--- config.mk ---
export PLATFORM = sky130hd
export DESIGN_NAME = frame_deserializer
export DESIGN_NICKNAME = d
export VERILOG_FILES = /design/src/rtl/frame_deserializer.sv
export SDC_FILE = /design/constraint.sdc
export NUM_CORES = 1
export LEC_CHECK = 0
export CAP_MARGIN = 20
export CORE_MARGIN = 2
export CORE_UTILIZATION = 50
export DETAILED_ROUTE_END_ITERATION = 16
export PLACE_DENSITY_LB_ADDON = 0.05
export SYNTH_ARGS = -nofsm -noshare
export SYNTH_HDL_FRONTEND = slang
export SYNTH_SLANG_ARGS = --single-unit
export TNS_END_PERCENT = 50
--- constraint.sdc ---
create_clock -name clk -period 3.9 [get_ports clk]
set_clock_uncertainty 0.15 [all_clocks]
set_input_delay 0.585 -clock clk [delete_from_list [all_inputs] [get_ports clk]]
set_output_delay 0.585 -clock clk [all_outputs]
set_load 0.05 [all_outputs]
--- src/rtl/frame_deserializer.sv ---
// frame_deserializer
//   Receive side of the framed byte stream: HEADER, NUM_CHANNELS data bytes, FOOTER.
//   Hunts for HEADER and collects data bytes into a shadow buffer. When a matching
//   FOOTER arrives, it publishes all channels in parallel with a one-cycle valid pulse.
//
// Ports
//   clk          in   1               rising-edge clock
//   rst          in   1               synchronous active-high reset
//   din          in   8               received byte
//   din_valid    in   1               din carries a byte this cycle (low = gap)
//   dout         out  8*NUM_CHANNELS  channel k in bits [8k+7:8k], last good frame
//   dout_valid   out  1               one-cycle pulse: new good frame on dout
//   frame_err    out  1               one-cycle pulse: footer mismatch
//   timeout_err  out  1               one-cycle pulse: mid-frame idle timeout
//   frame_cnt    out  16              good-frame count, wraps modulo 2^16
//
// Optional feature macro: FRAME_TIMEOUT_EN
//   When defined, a run of TIMEOUT_CYCLES idle cycles in RECV/FOOTER aborts the frame.
//   When undefined, the receiver waits indefinitely and timeout_err is tied low.
module frame_deserializer #(
    parameter logic [7:0]  HEADER         = 8'hAA,
    parameter logic [7:0]  FOOTER         = 8'hFF,
    parameter int unsigned NUM_CHANNELS   = 4,
    parameter int unsigned TIMEOUT_CYCLES = 16
) (
    input  logic                      clk,
    input  logic                      rst,
    input  logic [7:0]                din,
    input  logic                      din_valid,
    output logic [8*NUM_CHANNELS-1:0] dout,
    output logic                      dout_valid,
    output logic                      frame_err,
    output logic                      timeout_err,
    output logic [15:0]               frame_cnt
);

    generate
        if (NUM_CHANNELS < 1 || NUM_CHANNELS > 15) begin : g_bad_channels
            $error("NUM_CHANNELS must be in 1..15");
        end
        if (TIMEOUT_CYCLES < 1) begin : g_bad_timeout
            $error("TIMEOUT_CYCLES must be at least 1");
        end
    endgenerate

    localparam logic [3:0] LAST_IDX = 4'(NUM_CHANNELS - 1);

    typedef enum logic [1:0] {
        S_IDLE   = 2'd0,
        S_RECV   = 2'd1,
        S_FOOTER = 2'd2
    } state_t;

    state_t                    state_q, state_d;
    logic [3:0]                idx_q, idx_d;
    logic [8*NUM_CHANNELS-1:0] shadow_q, shadow_d;
    logic [8*NUM_CHANNELS-1:0] dout_q, dout_d;
    logic                      dout_valid_q, dout_valid_d;
    logic                      frame_err_q, frame_err_d;
    logic [15:0]               frame_cnt_q, frame_cnt_d;
    logic                      timeout_hit;
    logic                      footer_ok;
    logic                      footer_bad;

`ifdef FRAME_TIMEOUT_EN
    localparam int unsigned GAP_W = $clog2(TIMEOUT_CYCLES + 1);

    logic [GAP_W-1:0] gap_q, gap_d;
    logic             timeout_err_q, timeout_err_d;

    // Counts consecutive idle cycles mid-frame. Any valid byte, and every cycle
    // outside RECV/FOOTER, clears it; a valid byte at the limit therefore wins.
    always_comb begin
        gap_d       = '0;
        timeout_hit = 1'b0;
        if ((state_q == S_RECV || state_q == S_FOOTER) && !din_valid) begin
            if (gap_q == GAP_W'(TIMEOUT_CYCLES - 1)) begin
                timeout_hit = 1'b1;
            end else begin
                gap_d = gap_q + GAP_W'(1);
            end
        end
    end

    always_comb begin
        timeout_err_d = timeout_hit;
    end

    always_ff @(posedge clk) begin
        if (rst) begin
            gap_q         <= '0;
            timeout_err_q <= 1'b0;
        end else begin
            gap_q         <= gap_d;
            timeout_err_q <= timeout_err_d;
        end
    end

    assign timeout_err = timeout_err_q;
`else
    assign timeout_hit = 1'b0;
    assign timeout_err = 1'b0;
`endif

    // State register and frame datapath.
    always_ff @(posedge clk) begin
        if (rst) begin
            state_q      <= S_IDLE;
            idx_q        <= '0;
            shadow_q     <= '0;
            dout_q       <= '0;
            dout_valid_q <= 1'b0;
            frame_err_q  <= 1'b0;
            frame_cnt_q  <= '0;
        end else begin
            state_q      <= state_d;
            idx_q        <= idx_d;
            shadow_q     <= shadow_d;
            dout_q       <= dout_d;
            dout_valid_q <= dout_valid_d;
            frame_err_q  <= frame_err_d;
            frame_cnt_q  <= frame_cnt_d;
        end
    end

    // Next-state and shadow-buffer logic.
    always_comb begin
        state_d  = state_q;
        idx_d    = idx_q;
        shadow_d = shadow_q;
        case (state_q)
            S_IDLE: begin
                if (din_valid && din == HEADER) begin
                    state_d = S_RECV;
                    idx_d   = '0;
                end
            end
            S_RECV: begin
                if (din_valid) begin
                    // Data bytes are stored verbatim, even if they look like HEADER/FOOTER.
                    for (int unsigned k = 0; k < NUM_CHANNELS; k++) begin
                        if (idx_q == 4'(k)) begin
                            shadow_d[8*k +: 8] = din;
                        end
                    end
                    if (idx_q == LAST_IDX) begin
                        state_d = S_FOOTER;
                    end else begin
                        idx_d = idx_q + 4'd1;
                    end
                end
            end
            S_FOOTER: begin
                // Either outcome returns to IDLE; a mismatching byte is dropped, no resync.
                if (din_valid) begin
                    state_d = S_IDLE;
                end
            end
            default: begin
                state_d = S_IDLE;
            end
        endcase
        if (timeout_hit) begin
            state_d = S_IDLE;
        end
    end

    // Registered outputs.
    always_comb begin
        footer_ok    = (state_q == S_FOOTER) && din_valid && (din == FOOTER);
        footer_bad   = (state_q == S_FOOTER) && din_valid && (din != FOOTER);
        dout_d       = footer_ok ? shadow_q : dout_q;
        dout_valid_d = footer_ok;
        frame_err_d  = footer_bad;
        frame_cnt_d  = footer_ok ? frame_cnt_q + 16'd1 : frame_cnt_q;
    end

    assign dout       = dout_q;
    assign dout_valid = dout_valid_q;
    assign frame_err  = frame_err_q;
    assign frame_cnt  = frame_cnt_q;

endmodule
==> impl_metrics.tcl, run 1 <==
set metrics [dict create \
    outcome "finished clean" \
    postCtsHoldBufs 0 \
    diodes 0 \
    synthCells 386 \
    synth-seq-cells 88 \
    setup_violations 0 \
    arrival_ns 2.81 \
    coreArea_mm2 0.00676 \
    syn-num-nets 402 \
    grt_start_max_net_pins 66 \
    r2r_cells 4 \
    drive_gt1_share_pct 6.58 \
    dr.pass1.iters 4 \
    final_common_cell "dfxtp_1" \
    nets 452 \
    crit_path_start "din[2]" \
    worstPathCellList "clkdlybuf4s50_1, nand4_2, or4_4, or4_1, a21oi_1" \
    hold_path.class "reg2reg" \
    drt-total-wl_um 7410 \
    drv_slew 0 \
    r2r_end "frame_cnt[15]$_SDFFE_PP0P_" \
    cts_tree "built" \
    ir_drop_mv 0.264 \
    ant_nets 0 \
    maxSlewHeadroom_pct 54.2 \
    endpoint "frame_cnt[15]$_SDFFE_PP0P_" \
    tightestPinTransition_ns 0.685 \
    cp_max_fo 12 \
    clock-sinks 88 \
    grt_pass1_wl_um 12400 \
    die-area_mm2 0.00760 \
    cts.htree.levels 3 \
    rsz0062_at_grt "no" \
    cap_violations 0 \
    synth_top_area_cell "dfxtp_1" \
    worstSkewPairLatency_ns 0.35 \
    critPathKind "in2reg" \
    drt_iter0_drc 101 \
    groute.usage.overall_pct 20.8 \
    post-cts-setup-buffers 0 \
    fin_crit_sh_pct 68.7 \
    fmax_mhz 373 \
    cp-start-kind "input port" \
    drc 0 \
    utilization_pct 63.0 \
    die_w_um 87.2 \
    avgViaCountPerCell 5.40 \
    p_per_area_mw_per_mm2 355 \
    start_util_pct 51.2 \
    max_stage_delay_ns 0.68 \
    gr-total-overflow 0 \
    syn2layout_area_growth_pct 23.2 \
    synth.area.top_cells "dfxtp_1 (51%), mux2i_1 (9.3%), nand2_1 (7.8%)" \
    clkTransAtPathRegs_ns 0.09 \
    synth_cell_type_count 36 \
    synth_warnings 0 \
    cts_made_buffers 9 \
    vias 2814 \
    synth_area_mm2 0.00346 \
    die_height_um 87.2 \
    row_count 30 \
    yosysTopAreaCellShare_pct 51.0 \
    post_drt_wl_per_cell_um 14.2 \
    tns_ns 0 \
    finalWeightedCongestion 0.720 \
    yosysSeqAreaShare_pct 51.0 \
    dpl.hpwl_um 4860 \
    syn_area_per_cell_um2 8.96 \
    grt_pass1_vias 2552 \
    post_cts_resize_count 0 \
    max-clock-path-buffers 2 \
    timing.critical_path.required_ns 4.03 \
    ctsRootBufferMaster "clkbuf_8" \
    reg2reg_setup_slack_ns 1.78 \
    hold_viol_final 0 \
    mostFrequentLayoutCells "dfxtp_1 (88), nand2_1 (72), clkdlybuf4s50_1 (59)" \
    ioPinCount 62 \
    numPortBuffers 60 \
    antenna_found_initial 0 \
    endpoint_kind "flip-flop" \
    fin_crit_ns 2.68 \
    slowest_stage "clkdlybuf4s50_1" \
    fillers 600 \
    p_leak_nw 1.63 \
    r2r-start "state_q[1]$_SDFFE_PP0P_" \
]
==> stage by stage <==
stage	cell area [µm²]	hold slack [ns]	total power (W)	setup WS [ns]	cells
detailed placement	4060	0.294	0.000961	0.841	504
CTS	4240	0.309	0.00153	1.21	520
global route	4260	0.326	0.00158	1.14	521
finish	4260	0.299	0.00151	1.22	521
floorplan	3460	0.282	0.000938	1.53	386
global placement	4060	0.289	0.000961	0.886	504
==> kinds of logic after synthesis <==
group | count (synthesis) | synth area share [%]
multiplexers | 32 | 9.27
AO/OA/AOI/OAI | 64 | 10.4
other | 1 | 0.108
adder cells (fa/ha/maj) | 5 | 1.81
AND/OR/NAND/NOR | 162 | 22.6
buffers and inverters | 30 | 3.84
XOR/XNOR | 4 | 1.01
flip-flops | 88 | 51.0
==> power breakdown <==
part           internal (W)   total, W  switching, W  leakage [nW]
Clock              0.000238   0.000574      0.000336        0.0838
Sequential         0.000898   0.000898   0.000000106         0.708
Combinational     0.0000113  0.0000415     0.0000301         0.842
==> worst max-delay path, delay by kind of cell <==
kind / cells / cell delay, ns
buffers and inverters: 1 / 0.68
AO/OA/AOI/OAI: 1 / 0.15
AND/OR/NAND/NOR: 3 / 1.38
==> area by class of cell <==
type / instances / area (µm²) / share of cell area (%)
clock inverters: 7 / 56.3 / 1.32
well taps: 80 / 100 / 2.35
inverters: 6 / 22.5 / 0.529
multi-input cells: 268 / 1570 / 36.8
repair buffers: 63 / 626 / 14.7
clock buffers: 9 / 124 / 2.91
flip-flops and latches: 88 / 1760 / 41.4
==> synth_stat cells <==
cell type  number
xnor2_1         3
dfxtp_1        88
nand4b_1        2
or4_4           2
buf_6           2
buf_4           1
nor2_1         39
o31ai_1         9
nor2b_1         2
mux2i_1        32
nand2b_1        1
clkbuf_1       19
a21oi_1        47
a41oi_1         2
inv_1           6
conb_1          1
nand3b_4        1
or2_2           1
nand2_1        72
o21ai_0         3
a311oi_1        2
nand3_1         9
nand4_2         2
nor3_1          3
or4_1           8
buf_2           1
ha_1            5
nor4_1          3
xor2_1          1
nand4_1         6
a31oi_1         1
buf_1           1
and3_1          2
or3_1           5
or3b_2          2
and4_1          2
==> sequential cells by signal, indices dropped and copies added (netlist names) <==
name	flops
idx_q	4
frame_cnt	16
frame_err	1
state_q	2
dout_valid	1
shadow_q	32
dout	32
==> worst min path at each step <==
stage | from | end | slack (ns) | depth (start not counted)
after floorplan | shadow_q[21]$_SDFFE_PP0P_ | dout[21]$_SDFFE_PP0P_ | 0.28 | 2
after global placement | shadow_q[29]$_SDFFE_PP0P_ | dout[29]$_SDFFE_PP0P_ | 0.29 | 2
after detailed placement | shadow_q[8]$_SDFFE_PP0P_ | dout[8]$_SDFFE_PP0P_ | 0.29 | 2
after CTS | shadow_q[8]$_SDFFE_PP0P_ | dout[8]$_SDFFE_PP0P_ | 0.31 | 2
after global routing | shadow_q[4]$_SDFFE_PP0P_ | dout[4]$_SDFFE_PP0P_ | 0.33 | 2
final | shadow_q[23]$_SDFFE_PP0P_ | dout[23]$_SDFFE_PP0P_ | 0.30 | 2
==> per-layer routing <==
| metal | GRT usage, % | wire length, µm | vias to the layer above |
|---|---|---|---|
| met2 | 32.9 | 3470 | 53 |
| met4 | 7.97 | 103 | 0 |
| li1 | - | - | 1429 |
| met5 | 0 | 0 | - |
| met3 | 3.51 | 249 | 9 |
| met1 | 28.5 | 3590 | 1323 |
No activity file was read; power rests on OpenSTA's default activity.
==> run 2: changes to the inputs <==
- clock period: 3.9 -> 2.67 ns (I/O delays scaled with it)
==> impl_metrics.tcl, run 2 (synthesized netlist as in run 1, its figures left out) <==
set metrics [dict create \
    worstSkewPairLatency_ns 0.35 \
    hold_path.class "reg2reg" \
    maxSlewHeadroom_pct 57.5 \
    arrival_ns 2.48 \
    grt_pass1_wl_um 12800 \
    tightestPinTransition_ns 0.638 \
    timing.critical_path.required_ns 2.80 \
    ir_drop_mv 0.443 \
    finalWeightedCongestion 0.772 \
    final_common_cell "dfxtp_1" \
    fin_crit_sh_pct 88.0 \
    worstPathCellList "clkdlybuf4s50_1, nand4_2, or4_4, or4_1, a21oi_1" \
    r2r_end "frame_cnt[12]$_SDFFE_PP0P_" \
    setup_violations 0 \
    numPortBuffers 60 \
    min_to "dout[5]$_SDFFE_PP0P_" \
    slowest_stage "or4_4" \
    fin_cells 535 \
    ant_nets 0 \
    mostFrequentLayoutCells "dfxtp_1 (88), nand2_1 (72), clkdlybuf4s50_1 (59)" \
    crit_buf_inv 1 \
    max_stage_delay_ns 0.62 \
    endpoint_kind "flip-flop" \
    grt_pass1_vias 2646 \
    postCtsHoldBufs 0 \
    p_per_area_mw_per_mm2 563 \
    reg2reg_setup_slack_ns 0.59 \
    drv_slew 0 \
    post_drt_wl_per_cell_um 14.5 \
    fmax_mhz 426 \
    critPathKind "in2reg" \
    row_count 30 \
    fin_crit_ns 2.35 \
    r2r-start "frame_cnt[0]$_SDFFE_PP0P_" \
    ioPinCount 62 \
    dpl.hpwl_um 5260 \
    groute.usage.overall_pct 21.2 \
    r2r_cells 5 \
    clock-sinks 88 \
    antenna_found_initial 0 \
    post-cts-setup-buffers 0 \
    holdCritStartpoint "shadow_q[5]$_SDFFE_PP0P_" \
    ctsRootBufferMaster "clkbuf_8" \
    post_cts_resize_count 0 \
    cap_violations 0 \
    whs_path_depth 2 \
    outcome "finished clean" \
    die-area_mm2 0.00760 \
    rsz0062_at_grt "no" \
    cp_max_fo 12 \
    hold_viol_final 0 \
    start_util_pct 51.2 \
    cp-start-kind "input port" \
    gr-total-overflow 0 \
    nets 466 \
    cts_tree "built" \
    drt-total-wl_um 7760 \
    vias 2894 \
    drc 0 \
    clkTransAtPathRegs_ns 0.10 \
    grt_start_max_net_pins 57 \
    hold_ws_ns 0.296 \
    p_leak_nw 1.75 \
    path_delay_family "simple AND/OR/NAND/NOR gates" \
    syn2layout_area_growth_pct 29.1 \
    max-clock-path-buffers 2 \
    drt_iter0_drc 98 \
    die_w_um 87.2 \
    cts.htree.levels 3 \
    die_height_um 87.2 \
    place_inst 519 \
    diodes 0 \
    cts_made_buffers 9 \
    drive_gt1_share_pct 9.45 \
    dr.pass1.iters 4 \
    avgViaCountPerCell 5.41 \
    coreArea_mm2 0.00676 \
]
-- run 2: cell types whose count changed in the layout (fill, tap and decap cells not counted), moves of 2 or more --
cell        previous run  this run
buf_4                  2        14
buf_12                 0         3
bufinv_16              0         3
clkinvlp_4             3         0
inv_6                  1         3
-- run 2: metrics by stage --
stage                     power (W)  setup slack, ns  setup TNS [ns]  cell area [µm²]  utilization (%)
after floorplan             0.00137            0.301               0             3460                -
after global placement      0.00142          -0.0243         -0.0243             4210             62.4
after detailed placement    0.00142          -0.0268         -0.0268             4210             62.4
after CTS                   0.00253            0.335               0             4460             66.0
after global routing        0.00259            0.238               0             4460             66.0
final                       0.00251            0.321               0             4460             66.0
-- run 2: report_power, final --
| part | switching, W | total [W] | internal (W) |
|---|---|---|---|
| sequential | 0.000000155 | 0.00131 | 0.00131 |
| combinational | 0.0000473 | 0.0000744 | 0.0000271 |
| clock | 0.000494 | 0.00113 | 0.000633 |
-- run 2: per-layer routing --
| metal | routed length [µm] | part of all wire, % | global-route usage, % | up-vias |
|---|---|---|---|---|
| met5 | 0 | 0 | 0 | - |
| met4 | 125 | 1.6 | 7.83 | 0 |
| met3 | 166 | 2.1 | 3.22 | 10 |
| met2 | 3690 | 48 | 34.1 | 43 |
| met1 | 3780 | 49 | 28.9 | 1377 |
| li1 | - | - | - | 1464 |
-- run 2: area by class of cell --
| cell class | count | area [µm²] |
|---|---|---|
| flip-flops and latches | 88 | 1760 |
| clock buffers | 9 | 124 |
| inverters | 6 | 22.5 |
| repair buffers | 77 | 761 |
| clock inverters | 7 | 125 |
| well taps | 80 | 100 |
| multi-input cells | 268 | 1570 |
| fillers | 556 | 2290 |
-- run 2: worst max-delay path by stage --
stage	end	cells past startpoint	from
5_1_grt	frame_cnt[15]$_SDFFE_PP0P_	5	din[7]
4_1_cts	frame_cnt[15]$_SDFFE_PP0P_	5	din[7]
6_report	frame_cnt[15]$_SDFFE_PP0P_	5	din[7]
2_1_floorplan	frame_cnt[10]$_SDFFE_PP0P_	6	frame_cnt[0]$_SDFFE_PP0P_
3_3_place_gp	frame_cnt[15]$_SDFFE_PP0P_	5	din[7]
3_5_place_dp	frame_cnt[15]$_SDFFE_PP0P_	5	din[7]
-- run 2: worst min-delay path, delay by kind of cell (launching register included) --
family | cells | cell delay (ns)
AO/OA/AOI/OAI | 1 | 0.05
AND/OR/NAND/NOR | 1 | 0.05
flip-flops | 1 | 0.32
==> run 3: changes to the inputs <==
- CELL_PAD_IN_SITES_DETAIL_PLACEMENT: unset -> 1
- CELL_PAD_IN_SITES_GLOBAL_PLACEMENT: unset -> 1
- CORE_UTILIZATION: 50 -> 39
==> impl_metrics.tcl, run 3 (synthesized netlist as in run 1, its figures left out) <==
set metrics [dict create \
    endpoint_kind "flip-flop" \
    finalWeightedCongestion 0.740 \
    cts_tree "built" \
    coreArea_mm2 0.00868 \
    hold_path.class "reg2reg" \
    fin_crit_sh_pct 87.0 \
    dr.pass1.iters 4 \
    cts_made_buffers 9 \
    post_drt_wl_per_cell_um 15.7 \
    grt_pass1_vias 2928 \
    diodes 0 \
    clock-sinks 88 \
    worstSkewPairLatency_ns 0.36 \
    p_leak_nw 1.74 \
    start_util_pct 39.8 \
    hold_viol_final 0 \
    utilization_pct 51.6 \
    outcome "finished clean" \
    place_area_mm2 0.00427 \
    nets 471 \
    ant_nets 0 \
    groute.usage.overall_pct 19.1 \
    tightestPinTransition_ns 0.592 \
    gr-total-overflow 0 \
    final_common_cell "dfxtp_1" \
    arrival_ns 2.47 \
    cp_max_fo 9 \
    p_per_area_mw_per_mm2 524 \
    dpl.hpwl_um 6350 \
    postCtsHoldBufs 0 \
    r2r-start "frame_cnt[0]$_SDFFE_PP0P_" \
    die_w_um 98.2 \
    ir_drop_mv 0.242 \
    cp-start-kind "input port" \
    antenna_found_initial 0 \
    drt_iter0_drc 91 \
    cts.htree.levels 3 \
    fin_area_mm2 0.00448 \
    syn2layout_area_growth_pct 29.5 \
    ioPinCount 62 \
    row_count 34 \
    post_cts_resize_count 0 \
    clkTransAtPathRegs_ns 0.09 \
    drc 0 \
    die_height_um 98.2 \
    rsz0062_at_grt "no" \
    mostFrequentLayoutCells "dfxtp_1 (88), nand2_1 (72), clkdlybuf4s50_1 (59)" \
    holdCritStartpoint "dout[1]$_SDFFE_PP0P_" \
    drt-total-wl_um 8920 \
    drive_gt1_share_pct 10.4 \
    maxSlewHeadroom_pct 60.5 \
    vias 2942 \
    timing.critical_path.required_ns 2.81 \
    cap_violations 0 \
    drv_slew 0 \
    numPortBuffers 60 \
    hold_ws_ns 0.309 \
    fmax_mhz 430 \
    fin_crit_ns 2.32 \
    die-area_mm2 0.00963 \
    grt_start_max_net_pins 37 \
    ctsRootBufferMaster "clkbuf_8" \
    max-clock-path-buffers 2 \
    grt_pass1_wl_um 14900 \
    critPathKind "in2reg" \
    post-cts-setup-buffers 0 \
    crit_path_start "din[3]" \
    avgViaCountPerCell 5.18 \
    setup_violations 0 \
]
## run 3: cell count changes in the layout (fill, tap and decap cells not counted)
cell        delta
clkinv_2       +1
clkinv_4       -1
buf_12         -1
clkinvlp_4     +3
clkbuf_8       +1
buf_4          +6
bufinv_16      -2
inv_6          -2
## run 3: area by class of cell
| type | instances | area (µm²) |
|---|---|---|
| Clock buffer | 10 | 138 |
| Multi-Input combinational cell | 268 | 1570 |
| Inverter | 6 | 22.5 |
| Timing Repair Buffer | 82 | 786 |
| Sequential cell | 88 | 1760 |
| Tap cell | 108 | 135 |
| Fill cell | 1027 | 4200 |
| Clock inverter | 6 | 66.3 |
## run 3: path summary, 6_finish.rpt
check	cells after the start	slack [ns]	to
max	5	0.35	frame_cnt[15]$_SDFFE_PP0P_
min	2	0.31	dout[1]$_SDFFE_PP0P_
max reg2reg	5	0.58	frame_cnt[12]$_SDFFE_PP0P_
min reg2reg	2	0.31	dout[1]$_SDFFE_PP0P_
## run 3: report_power, final
group	switching [W]	leakage (nW)	internal, W	total, W
clock	0.000499	0.0949	0.000460	0.000958
combinational	0.0000508	0.936	0.0000276	0.0000784
sequential	0.000000165	0.708	0.00131	0.00131
total	0.000550	1.74	0.00180	0.00235
## run 3: critical path, stage by stage
cell	delay, ns
clkdlybuf4s50_1	0.55
nand4_2	0.24
or4_4	0.63
or4_1	0.49
a21oi_1	0.15
## run 3: metal layers
metal  GRT usage, %  routed length [µm]  vias up
met4           6.01                  71        0
met2           31.1                4230       50
li1               -                   -     1470
met3           3.22                 282        6
met5              0                   0        -
met1           26.2                4340     1416
## run 3: per-stage QoR
| step | setup WS, ns | power (W) | TNS [ns] | instances |
|---|---|---|---|---|
| final | 0.346 | 0.00235 | 0 | 568 |
| after global routing | 0.273 | 0.00242 | 0 | 568 |
| after CTS | 0.362 | 0.00237 | 0 | 568 |
| after detailed placement | -0.0207 | 0.00142 | -0.0207 | 552 |
| after global placement | 0.0439 | 0.00142 | 0 | 552 |
| after floorplan | 0.301 | 0.00137 | 0 | 386 |
